[config.mk]
export PLATFORM = sky130hd
export DESIGN_NAME = s_sub
export DESIGN_NICKNAME = d
export VERILOG_FILES = /design/src/rtl/s_sub_pkg.sv /design/src/rtl/s_sub_fs_cell.sv /design/src/rtl/s_sub.sv
export SDC_FILE = /design/constraint.sdc
export NUM_CORES = 1
export LEC_CHECK = 0
export BUFFER_PORTS_ARGS = -buffer_cell sky130_fd_sc_hd__buf_2
export CORE_MARGIN = 5
export CORE_UTILIZATION = 55
export DETAILED_ROUTE_END_ITERATION = 8
export GPL_TIMING_DRIVEN = 1
export PLACE_DENSITY = 0.85
export SLEW_MARGIN = 15
export SYNTH_ARGS = -nofsm -noshare
export SYNTH_HDL_FRONTEND = slang
export SYNTH_HIERARCHICAL = 1
export SYNTH_SLANG_ARGS = --single-unit
[constraint.sdc]
create_clock -name clk -period 2.1 [get_ports clk]
set_clock_uncertainty 0.2 [all_clocks]
set_input_delay 0 -clock clk [delete_from_list [all_inputs] [get_ports clk]]
set_output_delay 0 -clock clk [all_outputs]
set_load 0.005 [all_outputs]
[src/rtl/s_sub_pkg.sv]
`default_nettype none
// ==================================================================
// s_sub_pkg : shared types and constants for the serial subtractor
// Revision  : 1.0
// ==================================================================
package s_sub_pkg;

   localparam int S_SUB_W = 4;

   typedef enum logic [1:0] {
      IDLE  = 2'd0,
      SHIFT = 2'd1,
      DONE  = 2'd2
   } state_t;

endpackage
`default_nettype wire

[src/rtl/s_sub_fs_cell.sv]
`default_nettype none
// ==================================================================
// fs_cell : one-bit full subtractor, d = x - y - bin
// Revision: 1.0
// ==================================================================
module fs_cell (
   input  logic x,
   input  logic y,
   input  logic bin,
   output logic d,
   output logic bout
);

   assign d    = x ^ y ^ bin;
   assign bout = (~x & y) | (~x & bin) | (y & bin);

endmodule
`default_nettype wire

[src/rtl/s_sub.sv]
`default_nettype none
// ==================================================================
// s_sub : bit-serial subtractor, a = {c,s} - b, LSB first, start/busy/done
// Optional streaming outputs d_bit/d_vld when S_SUB_STREAM_EN is defined.
// Revision: 1.0
// ==================================================================
module s_sub
   import s_sub_pkg::*;
#(
   parameter int W = S_SUB_W
) (
   input  logic         clk,
   input  logic         rst,
   input  logic         start,
   input  logic [W-1:0] s,
   input  logic         c,
   input  logic [W-1:0] b,
   output logic         busy,
   output logic         done,
   output logic [W-1:0] a,
   output logic         err
`ifdef S_SUB_STREAM_EN
   ,
   output logic         d_bit,
   output logic         d_vld
`endif
);

   localparam int CW = $clog2(W + 1);

   state_t          state;
   state_t          state_nx;
   logic [W-1:0]    m_sr;
   logic [W-1:0]    b_sr;
   logic [W-1:0]    a_sr;
   logic            c_q;
   logic            borrow;
   logic [CW-1:0]   count;
   logic            cell_d;
   logic            cell_bout;
   logic            last;

   fs_cell u_fs_cell (
      .x    (m_sr[0]),
      .y    (b_sr[0]),
      .bin  (borrow),
      .d    (cell_d),
      .bout (cell_bout)
   );

   assign last = (count == CW'(W - 1));

   always_comb begin
      state_nx = state;
      case (state)
         IDLE:    if (start) state_nx = SHIFT;
         SHIFT:   if (last)  state_nx = DONE;
         DONE:    state_nx = IDLE;
         default: state_nx = IDLE;
      endcase
   end

   // a/err are written on the final SHIFT edge so they are already valid in DONE
   always_ff @(posedge clk) begin
      if (rst) begin
         state  <= IDLE;
         m_sr   <= '0;
         b_sr   <= '0;
         a_sr   <= '0;
         c_q    <= 1'b0;
         borrow <= 1'b0;
         count  <= '0;
         a      <= '0;
         err    <= 1'b0;
      end else begin
         state <= state_nx;
         case (state)
            IDLE: begin
               if (start) begin
                  m_sr   <= s;
                  b_sr   <= b;
                  c_q    <= c;
                  borrow <= 1'b0;
                  count  <= '0;
               end
            end
            SHIFT: begin
               borrow <= cell_bout;
               m_sr   <= m_sr >> 1;
               b_sr   <= b_sr >> 1;
               a_sr   <= {cell_d, a_sr[W-1:1]};
               count  <= count + 1'b1;
               if (last) begin
                  a   <= {cell_d, a_sr[W-1:1]};
                  err <= c_q ^ cell_bout;
               end
            end
            default: ;
         endcase
      end
   end

   assign busy = (state != IDLE);
   assign done = (state == DONE);

`ifdef S_SUB_STREAM_EN
   assign d_vld = (state == SHIFT);
   assign d_bit = (state == SHIFT) ? cell_d : 1'b0;
`endif

endmodule
`default_nettype wire
## Yosys cells after proc, flatten, opt, wreduce, memory -nomap -nowiden

Index checks and enable logic that the tools add are counted.

- Multiplexer cells: 11
- Eq/ne operators: 5
- $add $sub $neg: 1
- Bitwise operators: 9
- Reduce and logical (&&, ||, !) cells: 7

Operators by type and width:

| operator | count |
|---|---|
| 4-bit one-hot mux with 2 select lines | 2 |
| 4-bit two-way mux | 2 |
| 2-bit AND reduction | 4 |
| 3-bit one-hot mux with 2 select lines | 1 |
| 2-bit two-way mux | 2 |
| 2-bit != test (second input constant) | 2 |
| 2-bit one-hot mux with 2 select lines | 1 |
| 2-bit nonzero test | 2 |
| 3-bit by 1-bit adder with 3-bit output (second input constant) | 1 |
| 1-bit AND | 3 |
| 3-bit by 2-bit equality test with 1-bit output (second input constant) | 1 |
| 3-bit two-way mux | 1 |
| 1-bit XOR | 3 |
| 2-bit by 1-bit equality test with 1-bit output (second input constant) | 1 |
| 2-bit equality test (second input constant) | 1 |
| 2-bit zero test | 1 |
| 1-bit bitwise OR | 2 |
| 1-bit one-hot mux with 2 select lines | 1 |
| 1-bit two-way mux | 1 |
| 1-bit inverter | 1 |

- Register bits after elaboration: 24
- Output and inout bits: 7
- Input port bits: 12
- Logic and storage cells: 42

## Depth between registers and ports, before layout

- Word-level depth: 5
- Depth in mapped cells: 5
- Mapped depth without buffers: 5

## Hierarchy

The synthesis kept the hierarchy.

Modules (own cells, without submodules):

| module | cells an instance | times used | area an instance (µm²) | seq. area each (µm²) |
|---|---|---|---|---|
| s_sub | 100 | 1 | 1001.0 | 460.4 |
| fs_cell | 3 | 1 | 27.5 | 0.0 |

## Worst setup path after synthesis

Ideal clock, no wire load.

- Kind: register to register
- Start: register count[0]
- End: register a[1]
- Required time: 1.762 ns
- Period minus slack after synthesis: 1.368 ns
- Cell stages (with the launch flop): 6
- Buffers on the path: 0
- Library setup time: 0.138 ns
- Arrival time: 1.030 ns
- Path slack: 0.732 ns
- Path through: dfxtp_1 ha_1 ha_1 nand3b_1 nand2_1 a21oi_1

- Word-level cells in the longest chain between the ends: 2

Ends and longest elaborated chain:

| item | RTL line | source |
|---|---|---|
| from (decl) | s_sub.sv:38 | `logic [CW-1:0] count;` |
| from (signal assigned) | s_sub.sv:92 | `count <= count + 1'b1;` |
| 3-bit by 2-bit equality test with 1-bit output | s_sub.sv:51 | `assign last = (count == CW'(W - 1));` |
| 2-bit AND reduction (no line) | - |  |
| to (signal assigned) | s_sub.sv:94 | `a <= {cell_d, a_sr[W-1:1]};` |
| to (decl) | s_sub.sv:20 | `output logic [W-1:0] a,` |

No other way between the ends.
A chain may end at the register's enable or synchronous reset.

## Final worst setup path

- Start: register state[0]
- End: register b_sr[3]

- Word-level cells in the longest chain between the ends: 3
- Elaborated cells on any way between the ends: 6
- Classes of those cells: eq/ne (2); mux (1); reduce/logical (3)

Ends and longest elaborated chain:

| item | RTL line | source |
|---|---|---|
| from (decl) | s_sub.sv:31 | `state_t state;` |
| from (signal assigned) | s_sub.sv:76 | `state <= state_nx;` |
| 2-bit by 1-bit equality test with 1-bit output / 2-bit zero test (equally long branches) | s_sub.sv:77 | `case (state)` |
| 2-bit nonzero test (no line) / 2-bit != test (equally long branches) | - |  |
| 2-bit AND reduction (no line) | - |  |
| to (signal assigned) | s_sub.sv:90 | `b_sr <= b_sr >> 1;` |
| to (decl) | s_sub.sv:34 | `logic [W-1:0] b_sr;` |

Parallel ways exist; a longest one is shown, timed or not.

==> run metrics <==
final instance area=1280 um^2; DRC Markers=0; total wire length=2.06 mm; f_max=511 MHz; fin crit period=1.96 ns; worst slew pin tran=about 0.52 ns; arrival time worst endpoint=2.02 ns; # diodes=0; core box area=1750 um^2; CTS H-tree lvls=1; CTS tree=built; Tcrit/Tclk final=93.2%; Int Pwr=0.593 mW; initial antenna violation count=0; TritonRoute pass-1 iters=4; CTS Buf Count=3; Yosys cell types=26; share of layout cells above drive strength 1=around 28%; full die area=2840 um^2; CP max FO=12; largest family of logic cells by synthesized area=simple AND/OR/NAND/NOR gates; Total Routing Usage GR=16.4%; Area Growth Syn to Fin=24.1%; Synth warnings=6; syn avg cell area=9.99 um^2; Net Switching=0.209 mW; vias per std cell=5.18; number of max-cap violations=0; first-pass GRT wire length=3.34 mm; setup violators final=0; num ports=19; clk_lat worst skew=0.31 ns; Synth Instances=a little over 100; register share of total power=59.1%; root buf cell=clkbuf_4; Netlist Area Pre-Place=around 1000 um^2; setup TNS=0 ns; Final ANT Viol Nets=0; Initial Util=58.9%; Sink Count=23; Final GP Congestion=roughly 0.76; HPWL after DPL=1.39 mm; Setup crit end kind=register; Die X=53.2 um; Synth Net Count=118; total power draw=around 0.80 mW; Synth Area in Compound Gates=17.3%; Die Span Y=53.2 um; asr flop ratio synth=0%; via count=around 830; maximum clock insertion buffer count=2; Min-Delay Path Class=reg2reg; Synth Area in XOR/XNOR=less than 1%; Worst Hold Launch=a[2]; Post-DP Area=1110 um^2; Slew Limit Fails=0; commonest non-fill, non-tap cell in the layout=dfxtp_1; status=completed; number of synthesized register bits=23; largest net degree at the start of global routing=24; most common flop cell mapped by yosys=dfxtp_1; Final Hold Vio Count=0; clock group share of total power=25.3%; 1st-iter DRT viols=11; CP Launch Type=register; Gate power share=~16%; Post-CTS Setup Bufs=0; Power per Cell Area=628 nW/um^2; Adder-Cell Fraction of Synth Area=4.38%; Post-Synth Simple-Gate Area=17.6%; CP Data Required Time=2.16 ns; Sw Ratio=26.1%; grt total ovfl=0; FF-to-FF Start=state[0]; unrepaired setup endpoints after global routing=no; Worst setup startpoint=state[0]; relative slew slack=65.4%; Worst-path clk slew=around 0.13 ns; Post-synth EDFFs=0; Crit Path Class=reg2reg; buffers added on ports=18; post-DR wirelength/cell=12.9 um; leakage=0.536 nW; Final nets=151; vias in the first global route=800; most frequent cells in the layout=dfxtp_1, buf_2, dlygate4sd3_1; site row count=15; share of synthesized area spent on multiplexers=8.76%; sequential area share after synthesis=44.8%; Worst IR Drop VDD=roughly 0.47 mV
stage by stage:
stage               setup WS (ns)  utilization [%]  hold slack, ns  instances
CTS                        0.0353             73.0           0.264        160
detailed placement          0.435             63.4          0.0449        142
floorplan                   0.732                -          -0.135        103
finish                      0.144             73.1           0.262        160
global placement            0.508             63.4          0.0377        142
global route               0.0805             73.1           0.299        160
cells in the mapped netlist (4+ instances only):
| cell | instances | area [um^2] |
|---|---|---|
| nor2_2 | 4 | 25.0 |
| a21oi_1 | 8 | 40.0 |
| a211oi_2 | 6 | 75.1 |
| mux2i_1 | 9 | 90.1 |
| nand2_1 | 10 | 37.5 |
| inv_1 | 4 | 15.0 |
| nor2_1 | 11 | 41.3 |
| a22oi_1 | 4 | 30.0 |
| nand3_1 | 4 | 20.0 |
| dfxtp_1 | 23 | 460 |
power by group through the flow:
stage / registers (mW) / logic (mW) / clock network (mW)
6_report: 0.474 / 0.124 / 0.203
3_5_place_dp: 0.483 / 0.105 / 0
4_1_cts: 0.474 / 0.124 / 0.208
3_3_place_gp: 0.482 / 0.100 / 0
5_1_grt: 0.477 / 0.136 / 0.225
2_1_floorplan: 0.478 / 0.0892 / 0
area by class of cell:
cell class,instances,area [um^2]
Clock inverter,1,5.00
Fill cell,127,469
Multi-Input combinational cell,71,503
Inverter,4,15.0
Timing Repair Buffer,33,238
Clock buffer,3,22.5
Tap cell,25,31.3
Sequential cell,23,462
state kept, by name, summed over array words and instances, names as in the netlist:
register	flops
err	1
a	4
a_sr	3
borrow	1
c_q	1
b_sr	4
m_sr	4
count	3
state	2
timing repair:
| item | in CTS | in global routing |
|---|---|---|
| hold endpoints to repair | 22 | 0 |
| setup endpoints to repair | 0 | 2 |
| gates resized for setup | 0 | 1 |
| hold buffers | 14 | 0 |
metal layers:
metal | share of wire [%] | vias up | routed length [um] | global-route usage [%]
li1 | - | 420 | - | -
met1 | 43 | 391 | 881 | 17.9
met2 | 52 | 16 | 1060 | 30.8
met3 | 4.5 | 2 | 92 | 3.38
met4 | 1.1 | 0 | 23 | 5.11
met5 | 0 | - | 0 | 0
worst max-delay path, cell delays in order (launching register included):
cell           delay (ns)
dfxtp_2              0.42
o21bai_1             0.47
a22oi_1              0.13
nor2_1               0.13
dlygate4sd3_1        0.56
final timing paths:
check | endpoint | slack, ns | cells after the start
worst min register to register | a[2] | 0.26 | 2
worst max-delay path | b_sr[3] | 0.14 | 4
worst max register to register | b_sr[3] | 0.14 | 4
worst min-delay path | a[2] | 0.26 | 2
logic make-up (layout without fill, tap and decap cells):
| logic type | count (synthesis) | after routing |
|---|---|---|
| AOI/OAI and AO/OA | 21 | 21 |
| xor gates and xnor gates | 1 | 1 |
| adders and majority gates | 3 | 3 |
| buffers and inverters | 9 | 41 |
| DFF | 23 | 23 |
| muxes | 9 | 9 |
| and+or+nand+nor | 37 | 37 |
(Power assumes the default switching activity.)
